**config.mk**
```make
export PLATFORM = sky130hd
export DESIGN_NAME = pll_reset_ctrl
export DESIGN_NICKNAME = d
export VERILOG_FILES = /design/src/rtl/pll_ctrl_pkg.sv /design/src/rtl/sync_2ff.sv /design/src/rtl/pll_reset_ctrl.sv
export SDC_FILE = /design/constraint.sdc
export NUM_CORES = 1
export LEC_CHECK = 0
export ABC_AREA = 1
export CORE_MARGIN = 2
export CORE_UTILIZATION = 65
export CTS_BUF_LIST = sky130_fd_sc_hd__clkbuf_8
export CTS_CLUSTER_DIAMETER = 100
export DETAILED_ROUTE_END_ITERATION = 16
export DONT_BUFFER_PORTS = 1
export GPL_TIMING_DRIVEN = 0
export HOLD_SLACK_MARGIN = 0.06
export MAX_ROUTING_LAYER = met4
export PLACE_DENSITY_LB_ADDON = 0.08
export SLEW_MARGIN = 20
export SYNTH_ARGS = -nofsm -noshare
export SYNTH_HDL_FRONTEND = slang
export SYNTH_SLANG_ARGS = --single-unit
```
**constraint.sdc**
```tcl
create_clock -name clk_i -period 1.9 [get_ports clk_i]
set_input_delay 0.285 -clock clk_i [delete_from_list [all_inputs] [get_ports clk_i]]
set_output_delay 0.285 -clock clk_i [all_outputs]
set_load 0.1 [all_outputs]
```
**src/rtl/pll_ctrl_pkg.sv**
```systemverilog
// Shared types for the PLL reset sequencer: FSM state encoding, output bundle,
// and the constant helpers used to size its counters.
package pll_ctrl_pkg;

    typedef enum logic [2:0] {
        ST_RESET     = 3'd0,
        ST_WAIT_LOCK = 3'd1,
        ST_STABLE    = 3'd2,
        ST_RUN       = 3'd3,
        ST_FAIL      = 3'd4
    } pll_state_t;

    localparam int LOST_CNT_W = 8;

    // Registered control outputs, kept together so one assignment sets them all
    typedef struct packed {
        logic pll_resetb;
        logic rstn;
        logic locked;
        logic fail;
    } ctrl_out_t;

    function automatic int max3(input int a, input int b, input int c);
        int m;
        m = (a > b) ? a : b;
        return (m > c) ? m : c;
    endfunction

    // Output values that belong to a given state
    function automatic ctrl_out_t state_outs(input pll_state_t s);
        ctrl_out_t o;
        o.pll_resetb = (s == ST_WAIT_LOCK) || (s == ST_STABLE) || (s == ST_RUN);
        o.rstn       = (s == ST_RUN);
        o.locked     = (s == ST_RUN);
        o.fail       = (s == ST_FAIL);
        return o;
    endfunction

endpackage

```
**src/rtl/sync_2ff.sv**
```systemverilog
// Two-flop synchroniser for a single asynchronous level; resets to 0.
module sync_2ff (
    input  logic clk_i,
    input  logic rstn_i,
    input  logic d_i,
    output logic q_o
);

    logic meta;

    // Shift the async input through two flops before anyone looks at it
    always_ff @(posedge clk_i or negedge rstn_i) begin
        if (!rstn_i) begin
            meta <= 1'b0;
            q_o  <= 1'b0;
        end else begin
            meta <= d_i;
            q_o  <= meta;
        end
    end

endmodule

```
**src/rtl/pll_reset_ctrl.sv**
```systemverilog
// SB_PLL40_CORE sequencer: pulses RESETB, waits for a qualified LOCK, then
// releases the system reset; re-sequences on lock loss, gives up after
// MAX_RETRIES timeouts (0 = never give up).
module pll_reset_ctrl
    import pll_ctrl_pkg::*;
#(
    parameter int RESET_CYCLES  = 16,
    parameter int LOCK_TIMEOUT  = 4096,
    parameter int STABLE_CYCLES = 256,
    parameter int MAX_RETRIES   = 3
) (
    input  logic                  clk_i,
    input  logic                  rstn_i,
    input  logic                  pll_lock_i,
    input  logic                  restart_i,
    output logic                  pll_resetb_o,
    output logic                  rstn_o,
    output logic                  locked_o,
    output logic                  fail_o,
    output logic [LOST_CNT_W-1:0] lost_count_o
);

    localparam int CNT_W  = $clog2(max3(RESET_CYCLES, LOCK_TIMEOUT, STABLE_CYCLES) + 1);
    localparam int RTY_RW = $clog2(MAX_RETRIES + 1);
    localparam int RTY_W  = (RTY_RW < 1) ? 1 : RTY_RW;

    localparam logic [CNT_W-1:0] RESET_LAST   = CNT_W'(RESET_CYCLES - 1);
    localparam logic [CNT_W-1:0] TIMEOUT_LAST = CNT_W'(LOCK_TIMEOUT - 1);
    localparam logic [CNT_W-1:0] STABLE_LAST  = CNT_W'(STABLE_CYCLES - 1);
    // Retry count that, once incremented, reaches MAX_RETRIES
    localparam logic [RTY_W-1:0] RTY_LAST     = (MAX_RETRIES > 0) ? RTY_W'(MAX_RETRIES - 1) : '0;

    pll_state_t            state;
    logic [CNT_W-1:0]      cnt;
    logic [RTY_W-1:0]      retries;
    logic [LOST_CNT_W-1:0] lost;
    ctrl_out_t             outs;
    logic                  lock_s;

    sync_2ff u_lock_sync (
        .clk_i  (clk_i),
        .rstn_i (rstn_i),
        .d_i    (pll_lock_i),
        .q_o    (lock_s)
    );

    // Sequencer FSM; outputs are registered alongside the state they belong to,
    // so rstn_o falls on the same edge the state leaves RUN
    always_ff @(posedge clk_i or negedge rstn_i) begin
        if (!rstn_i) begin
            state   <= ST_RESET;
            cnt     <= '0;
            retries <= '0;
            lost    <= '0;
            outs    <= '0;
        end else if (restart_i) begin
            state   <= ST_RESET;
            cnt     <= '0;
            retries <= '0;
            outs    <= state_outs(ST_RESET);
        end else begin
            cnt <= cnt + 1'b1;
            unique case (state)
                ST_RESET: begin
                    if (cnt == RESET_LAST) begin
                        state <= ST_WAIT_LOCK;
                        cnt   <= '0;
                        outs  <= state_outs(ST_WAIT_LOCK);
                    end
                end
                ST_WAIT_LOCK: begin
                    if (lock_s) begin
                        state <= ST_STABLE;
                        cnt   <= '0;
                        outs  <= state_outs(ST_STABLE);
                    end else if (cnt == TIMEOUT_LAST) begin
                        retries <= retries + 1'b1;
                        cnt     <= '0;
                        if (MAX_RETRIES != 0 && retries == RTY_LAST) begin
                            state <= ST_FAIL;
                            outs  <= state_outs(ST_FAIL);
                        end else begin
                            state <= ST_RESET;
                            outs  <= state_outs(ST_RESET);
                        end
                    end
                end
                ST_STABLE: begin
                    if (!lock_s) begin
                        // Lock bounced before qualifying: fresh timeout, no retry charged
                        state <= ST_WAIT_LOCK;
                        cnt   <= '0;
                        outs  <= state_outs(ST_WAIT_LOCK);
                    end else if (cnt == STABLE_LAST) begin
                        state   <= ST_RUN;
                        cnt     <= '0;
                        retries <= '0;
                        outs    <= state_outs(ST_RUN);
                    end
                end
                ST_RUN: begin
                    cnt <= cnt;
                    if (!lock_s) begin
                        state <= ST_RESET;
                        cnt   <= '0;
                        outs  <= state_outs(ST_RESET);
                        if (lost != {LOST_CNT_W{1'b1}})
                            lost <= lost + 1'b1;
                    end
                end
                ST_FAIL: begin
                    cnt <= cnt;
                end
                default: begin
                    state <= ST_RESET;
                    cnt   <= '0;
                    outs  <= state_outs(ST_RESET);
                end
            endcase
        end
    end

    assign pll_resetb_o = outs.pll_resetb;
    assign rstn_o       = outs.rstn;
    assign locked_o     = outs.locked;
    assign fail_o       = outs.fail;
    assign lost_count_o = lost;

endmodule

```
After elaboration in Yosys (flattened, before gate mapping). Index checks and enable logic that the tools add are counted.

Register bits after elaboration: 32. Latch bits: 0. RAM bits: 0. ROM bits: 0. Bits of input ports: 4. Output and inout bits: 12. Word-level logic and storage cells: 71. Memories kept: 0.

Add/sub/neg operators: 3. Multipliers: 0. Divide/modulo/power cells: 0. Order comparisons: 0. Equality and inequality tests: 18. Shifts and indexed selects: 0. Mux-type cells: 32. Bitwise operators: 2. Reduce and logical (&&, ||, !) cells: 6.

Operators with widths (number): two-way mux 13 bit (7); one-hot mux 13 bit (5 select lines) (1); two-way mux 4 bit (7); two-way mux 3 bit (8); one-hot mux 4 bit (5 select lines) (1); inequality test 3 bit, second input constant (5); one-hot mux 3 bit (5 select lines) (1); adder 13 x 1 -> 13 bit, second input constant (1); equality test 13 x 12 -> 1 bit, second input constant (1); equality test 13 x 4 -> 1 bit, second input constant (1); equality test 13 x 8 -> 1 bit, second input constant (1); two-way mux 2 bit (5); AND reduction 5 bit (2); adder 8 x 1 -> 8 bit, second input constant (1); inequality test 8 bit, second input constant (1); equality test 3 x 2 -> 1 bit, second input constant (2); inequality test 4 x 3 -> 1 bit, second input constant (1); inequality test 4 bit, second input constant (1); one-hot mux 2 bit (2 select lines) (1); AND reduction 4 bit (1); equality test 3 x 1 -> 1 bit, second input constant (1); equality test 3 bit, second input constant (1); logical NOT 3 bit (1); inequality test 3 x 2 -> 1 bit, second input constant (1); other kinds (7) (8).

Longest topological paths before layout. Gate-level depths: netlist of the first run.

Depth after elaboration: 6. Gate-level depth with buffers: 11. Gate-level depth less buffers: 11.

Modules after synthesis. Synthesis of the first run repeated with hierarchy kept, for this count alone.

Cells, all modules: 242. Area, all modules: 1805.5 um2.

By module, submodules not included: pll_reset_ctrl (instances 1, cells an instance 240, area each 1755.4 um2, seq. area each 700.7 um2); sync_2ff (instances 1, cells an instance 2, area each 50.0 um2, seq. area each 50.0 um2).

Worst setup path after synthesis of the first run. OpenSTA, ideal clock, no wires.

Path kind: reg2reg. From: register state[2]. To: register cnt[11]. Library setup time: 0.118 ns. Arrival: 1.972 ns. Required time: 1.782 ns. Slack: -0.190 ns. Stages on the path, launching flop included: 11. Path buffers: 1. Period minus slack after synthesis: 2.090 ns. Cell sequence: dfrtp_1 inv_1 nand2_1 nor2_2 nand2_2 inv_1 nand2_2 nand4_4 nand2_4 buf_8 nor2_1.

Cells in the longest elaborated chain, start to end: 3. Elaborated cells between the ends (all ways): 10. Those cells by class: 6 x eq/ne; 2 x mux; 2 x reduce/logical.

RTL lines: from (decl) (line pll_reset_ctrl.sv:33) `pll_state_t state;`; from (signal assigned) (line pll_reset_ctrl.sv:51) `state <= ST_RESET;`; from (signal assigned) (line pll_reset_ctrl.sv:57) `state <= ST_RESET;`; from (signal assigned) (line pll_reset_ctrl.sv:66) `state <= ST_WAIT_LOCK;`; equality test 3 bit, or another cell as far along (line pll_reset_ctrl.sv:63) `unique case (state)`; one-hot mux 13 bit (5 select lines), or another cell as far along (line pll_reset_ctrl.sv:63); two-way mux 13 bit or AND reduction 2 bit (tied branches); to (signal assigned) (line pll_reset_ctrl.sv:62) `cnt <= cnt + 1'b1;`; to (signal assigned) (line pll_reset_ctrl.sv:102) `cnt <= cnt;`; to (signal assigned) (line pll_reset_ctrl.sv:112) `cnt <= cnt;`; to (decl) (line pll_reset_ctrl.sv:34) `logic [CNT_W-1:0] cnt;`.

Parallel ways exist; a longest one is shown, timed or not. A chain may end at the register's enable or synchronous reset.

Final worst setup path of the first run.
From: register state[2]. To: register outs, in the netlist pll_resetb_o.

Cells in the longest elaborated chain, start to end: 3. Elaborated cells between the ends (all ways): 13. Those cells by class: 9 x eq/ne; 2 x mux; 2 x reduce/logical.

RTL lines: equality test 3 x 2 -> 1 bit, or another cell as far along (line pll_reset_ctrl.sv:63); inequality test 4 bit (no line), or another cell as far along; AND reduction 5 bit (no line) or two-way mux 4 bit (tied branches); to (signal assigned) (line pll_reset_ctrl.sv:60) `outs <= state_outs(ST_RESET);`; to (signal assigned) (line pll_reset_ctrl.sv:68) `outs <= state_outs(ST_WAIT_LOCK);`; to (signal assigned) (line pll_reset_ctrl.sv:75) `outs <= state_outs(ST_STABLE);`; to (decl) (line pll_reset_ctrl.sv:37) `ctrl_out_t outs;`.

Parallel ways exist; a longest one is shown, timed or not.

==> flow_metrics.env, run 1 <==
export IMPL_grt_first_pass_wirelength_um=6380
export IMPL_fin_crit_sh_pct=94.7
export IMPL_p_comb_share_pct=26.4
export IMPL_netlist_area_um2=1780
export IMPL_swShare_pct=45.9
export IMPL_avgSynthCellArea_um2=7.77
export IMPL_yosysUniqueCellTypes=28
export IMPL_place_area_um2=1820
export IMPL_status="finished clean"
export IMPL_synth_nets=236
export IMPL_cp_start_kind="flip-flop"
export IMPL_wl_per_cell_um=13.8
export IMPL_rows=18
export IMPL_synth_warnings=0
export IMPL_endpoint_kind="flip-flop"
export IMPL_dr_pass1_iters=4
export IMPL_max_clock_freq_ghz=0.556
export IMPL_drive_gt1_share_pct=22.1
export IMPL_htree_levels=2
export IMPL_layout_commonest_cell="nand2_1"
export IMPL_slew_violations=0
export IMPL_gr_total_overflow=0
export IMPL_grt_max_degree=31
export IMPL_cts_made_buffers=5
export IMPL_setup_tns_ps=0
export IMPL_path_class="flip-flop to flip-flop"
export IMPL_finClkSkew_ps=3.68
export IMPL_synth_seq_cells=30
export IMPL_p_clk_share_pct=22.0
export IMPL_power_density_nw_per_um2=1150
export IMPL_drt_iter0_markers=75
export IMPL_hold_path_startpoint="restart_i"
export IMPL_grt_pass1_vias=1530
export IMPL_hold_viol_final=0
export IMPL_switchingPower_uw=1060
export IMPL_cp_max_fo=10
export IMPL_setup_viol=0
export IMPL_place_congestion=0.961
export IMPL_tightest_slew_ps=943
export IMPL_viasPerCell=5.74
export IMPL_wl_um=3790
export IMPL_insertion_delay_ps=280
export IMPL_fill_cells=173
export IMPL_cts_num_sinks=30
export IMPL_final_nets=250
export IMPL_slew_headroom_pct=37.1
export IMPL_route_detailed_drc=0
export IMPL_p_leak_uw=0.000935
export IMPL_clk_pin_slew_ps=60
export IMPL_p_seq_share_pct=51.5
export IMPL_ir_drop_v=0.00155
export IMPL_diodes=0
export IMPL_finalInstanceArea_um2=2010
export IMPL_area_delta_synth_final_pct=13.1
export IMPL_hold_depth=1
export IMPL_timing_rr_start="state[2]"
export IMPL_synth_top_area_share_pct=42.2
export IMPL_cts_buffer_depth=2
export IMPL_io_pins=16
export IMPL_die_w_um=56.3
export IMPL_rr_worst_depth=11
export IMPL_antenna_found_initial=0
export IMPL_worstPathRequired_ps=2070
export IMPL_die_height_um=56.3
export IMPL_min_period_ps=1800
export IMPL_dieArea_um2=3170
export IMPL_ys_seq_area_share_pct=42.2
export IMPL_core_area_um2=2540
export IMPL_clockRootBuffer="clkbuf_8"
export IMPL_rsz0062_at_grt="false"
export IMPL_initial_core_util_pct=69.9
export IMPL_drv_cap=0
export IMPL_ys_top_cells_by_area="dfrtp_1, nand2_1, nand3_1"
export IMPL_worst_r2r_setup_slack_ps=100
export IMPL_cts_tree="built"
export IMPL_vias=1574
export IMPL_reg2reg_to="pll_resetb_o"
export IMPL_port_buffers=0
export IMPL_synthCells=229
export IMPL_min_path_type="input port to flip-flop"
export IMPL_final_cell_mix="nand2_1, nor2_1, inv_1, nand3_1, dfrtp_1"
export IMPL_holdPathEnd="state[2]"
export IMPL_detailedPlacementHpwl_um=2670
export IMPL_arrival_ps=1970
export IMPL_antenna_left=0
export IMPL_netlist_top_cell_by_area="dfrtp_1"
export IMPL_internal_power_uw=1250
export IMPL_track_usage_pct=26.4
## routing by layer
layer	track usage, %	part of all wire (%)	vias up
met4	10.5	2.2	0
li1	-	-	763
met1	30.7	44	745
met3	7.37	5.1	12
met2	43.2	49	54
met5	-	0	-
## cells by family after synthesis
family	Yosys count	share of synthesized area (%)
AND/OR/NAND/NOR	140	38.0
XOR/XNOR	13	6.40
adder cells (fa/ha/maj)	3	2.11
AO/OA/AOI/OAI	13	4.08
buffers and inverters	30	7.24
flip-flops	30	42.2
## metrics by stage
| stage | hold slack (ps) | setup WS, ps | total power [uW] | util [%] | cells |
|---|---|---|---|---|---|
| finish | 116 | 101 | 2310 | 79.1 | 274 |
| floorplan | -10.6 | 1.13 | 1610 | - | 229 |
| detailed placement | -9.99 | -220 | 1730 | 71.6 | 259 |
| CTS | 113 | 31.6 | 2290 | 77.5 | 270 |
| global placement | -10.0 | -138 | 1700 | 71.6 | 259 |
| global route | 119 | 3.74 | 2430 | 79.1 | 274 |
## synthesized netlist by cell type, drive strengths merged
| library cell | n |
|---|---|
| nand4 | 10 |
| buf | 3 |
| nand3 | 24 |
| o21ai | 6 |
| or2 | 1 |
| ha | 3 |
| xor2 | 8 |
| inv | 27 |
| xnor2 | 5 |
| nor3 | 5 |
| a21oi | 4 |
| a31oi | 1 |
| nand2 | 71 |
| dfrtp | 30 |
| nor2 | 29 |
| o22ai | 2 |
## registers in the layout, indices dropped and copies added (netlist names)
register,count
cnt,13
locked_o,1
lost_count_o,8
pll_resetb_o,1
retries,2
state,3
u_lock_sync.meta,1
u_lock_sync.q_o,1
## cell type report
type	instances	area [um^2]	area share (%)
Tap cell	30	37.5	1.87
Multi-Input combinational cell	169	912	45.3
Buffer	3	27.5	1.37
Clock buffer	6	82.6	4.10
Clock inverter	2	8.76	0.435
Sequential cell	30	769	38.2
Timing Repair Buffer	7	70.1	3.48
Inverter	27	104	5.16
## worst max-delay path, stage by stage, from the launching register on
cell and delay, ps:
dfrtp_4 640, inv_4 120, nand2_2 90, nor2_4 130, nand2_2 80, inv_1 70, nand2_2 80, nand4_4 150
nand2_4 70, buf_8 150, nand2_2 60, nand2_2 40
## timing repair
| item | CTS | global route |
|---|---|---|
| setup buffers | 0 | 4 |
| hold buffers | 3 | 0 |
| pin swaps | 0 | 3 |
| setup endpoints to repair | 19 | 16 |
| gates resized for setup | 10 | 5 |
| endpoints found under the hold margin | 31 | 0 |
## worst max-delay path by stage
stage	from	end	cells after the start
global placement	lost_count_o[2]	lost_count_o[6]	7
detailed placement	lost_count_o[2]	lost_count_o[6]	7
floorplan	lost_count_o[2]	lost_count_o[5]	7
finish	state[2]	pll_resetb_o	11
CTS	state[2]	pll_resetb_o	11
global route	state[2]	pll_resetb_o	9
## power groups by stage
| stage | registers (uW) | clock network (uW) | logic, uW |
|---|---|---|---|
| final | 1190 | 509 | 611 |
| after global routing | 1210 | 544 | 679 |
| after CTS | 1190 | 519 | 584 |
| after detailed placement | 1180 | 0 | 548 |
| after global placement | 1180 | 0 | 525 |
| after floorplan | 1160 | 0 | 453 |
Note: power is estimated with default switching activity, not from simulation.
==> run 2: changes to the inputs <==
CORE_UTILIZATION = 35   (was 65)
PLACE_DENSITY = 0.56   (was not set)
PLACE_DENSITY_LB_ADDON = not set   (was 0.08)
==> flow_metrics.env, run 2 (synthesis gave the netlist of run 1 again) <==
export IMPL_endpoint_kind="flip-flop"
export IMPL_cts_buffer_depth=2
export IMPL_route_detailed_drc=0
export IMPL_rsz0062_at_grt="false"
export IMPL_die_w_um=75.3
export IMPL_finClkSkew_ps=6.46
export IMPL_final_cell_mix="nand2_1, nor2_1, inv_1, nand3_1, dfrtp_1"
export IMPL_detailedPlacementHpwl_um=2660
export IMPL_cts_num_sinks=30
export IMPL_place_congestion=0.812
export IMPL_swShare_pct=43.7
export IMPL_wl_per_cell_um=11.9
export IMPL_stdcell_count=308
export IMPL_p_clk_share_pct=25.7
export IMPL_multiInputGateArea_um2=912
export IMPL_io_pins=16
export IMPL_cts_made_buffers=5
export IMPL_grt_first_pass_wirelength_um=6380
export IMPL_min_path_type="input port to flip-flop"
export IMPL_setup_viol=0
export IMPL_area_delta_synth_final_pct=15.3
export IMPL_max_clock_freq_ghz=0.562
export IMPL_ir_drop_v=0.000670
export IMPL_fin_util_pct=42.6
export IMPL_drv_cap=0
export IMPL_p_leak_uw=0.000931
export IMPL_top_register="cnt"
export IMPL_status="finished clean"
export IMPL_grt_max_degree=31
export IMPL_slew_headroom_pct=39.0
export IMPL_switchingPower_uw=1040
export IMPL_vias=1473
export IMPL_arrival_ps=1950
export IMPL_drive_gt1_share_pct=20.7
export IMPL_min_period_ps=1780
export IMPL_p_seq_share_pct=49.7
export IMPL_place_ws_ps=-198
export IMPL_antenna_left=0
export IMPL_rows=25
export IMPL_slew_violations=0
export IMPL_wl_um=3650
export IMPL_diodes=0
export IMPL_port_buffers=0
export IMPL_htree_levels=2
export IMPL_cts_tree="built"
export IMPL_hold_viol_final=0
export IMPL_gr_total_overflow=0
export IMPL_cp_start_kind="flip-flop"
export IMPL_clockRootBuffer="clkbuf_8"
export IMPL_viasPerCell=4.78
export IMPL_dr_pass1_iters=5
export IMPL_dieArea_um2=5670
export IMPL_seq_area_um2=769
export IMPL_antenna_found_initial=0
export IMPL_holdWs_ps=112
export IMPL_placed_cells=296
export IMPL_fin_crit_sh_pct=93.6
export IMPL_track_usage_pct=15.3
export IMPL_tightest_slew_ps=915
export IMPL_path_class="flip-flop to flip-flop"
export IMPL_drt_iter0_markers=85
export IMPL_clk_pin_slew_ps=70
export IMPL_die_height_um=75.3
export IMPL_layout_commonest_cell="nand2_1"
export IMPL_final_nets=247
export IMPL_p_comb_share_pct=24.6
export IMPL_core_area_um2=4820
export IMPL_worstPathRequired_ps=2070
export IMPL_insertion_delay_ps=280
export IMPL_largest_reg_flops=13
export IMPL_initial_core_util_pct=36.9
export IMPL_fill_cells=508
export IMPL_fin_ws_ps=122
export IMPL_grt_pass1_vias=1445
export IMPL_power_density_nw_per_um2=1160
export IMPL_internal_power_uw=1340
export IMPL_cp_max_fo=10
[run 2: worst max-delay path, stage by stage, from the launching register on]
cell	delay (ps)
dfrtp_4	650
inv_4	110
nand2_2	90
nor2_4	150
nand2_2	80
inv_1	70
nand2_2	80
nand4_4	120
nand2_4	70
buf_8	150
nand2_2	60
nand2_2	40
[run 2: metal layers]
metal / GRT usage (%) / up-vias / part of all wire [%] / wire length [um]
li1: - / 753 / - / -
met1: 19.1 / 693 / 48 / 1750
met2: 24.1 / 21 / 47 / 1720
met3: 4.10 / 6 / 3.4 / 124
met4: 5.26 / 0 / 1.6 / 58
met5: - / - / 0 / 0
[run 2: metrics by stage]
| stage | area [um^2] | power [uW] | setup TNS (ps) |
|---|---|---|---|
| 4_1_cts | 2030 | 2410 | 0 |
| 5_1_grt | 2050 | 2540 | 0 |
| 3_3_place_gp | 1870 | 1720 | -1310 |
| 6_report | 2050 | 2390 | 0 |
| 3_5_place_dp | 1870 | 1730 | -1580 |
| 2_1_floorplan | 1780 | 1610 | 0 |
[run 2: power by group through the flow]
stage	registers [uW]	logic (uW)	clock network, uW
after global routing	1200	679	659
after CTS	1190	578	642
final	1190	588	614
after detailed placement	1180	546	0
after floorplan	1160	453	0
after global placement	1180	540	0
[run 2: path summary, 6_finish.rpt]
check | from | end | slack (ps) | depth (start not counted)
worst min-delay path | restart_i | state[2] | 110 | 1
max in group asynchronous | rstn_i | lost_count_o[1] | 1260 | 2
worst max-delay path | state[2] | locked_o | 120 | 11
worst max register to register | state[2] | locked_o | 120 | 11
worst min register to register | u_lock_sync.meta | u_lock_sync.q_o | 350 | 0
min in group asynchronous | rstn_i | cnt[0] | 440 | 2
[run 2: layout make-up]
| cell class | instances | area share (%) |
|---|---|---|
| Inverter | 27 | 5.06 |
| Timing Repair Buffer | 4 | 2.32 |
| Multi-Input combinational cell | 169 | 44.5 |
| Clock inverter | 3 | 1.83 |
| Buffer | 3 | 1.34 |
| Tap cell | 67 | 4.09 |
| Sequential cell | 30 | 37.5 |
| Clock buffer | 5 | 3.36 |
[run 2: repair_timing]
action,4_1_cts,5_1_grt
pin swaps,0,3
setup buffers,0,1
hold endpoints to repair,31,0
endpoints found under the setup margin,18,16
hold buffers,3,0
gates resized for setup,9,6
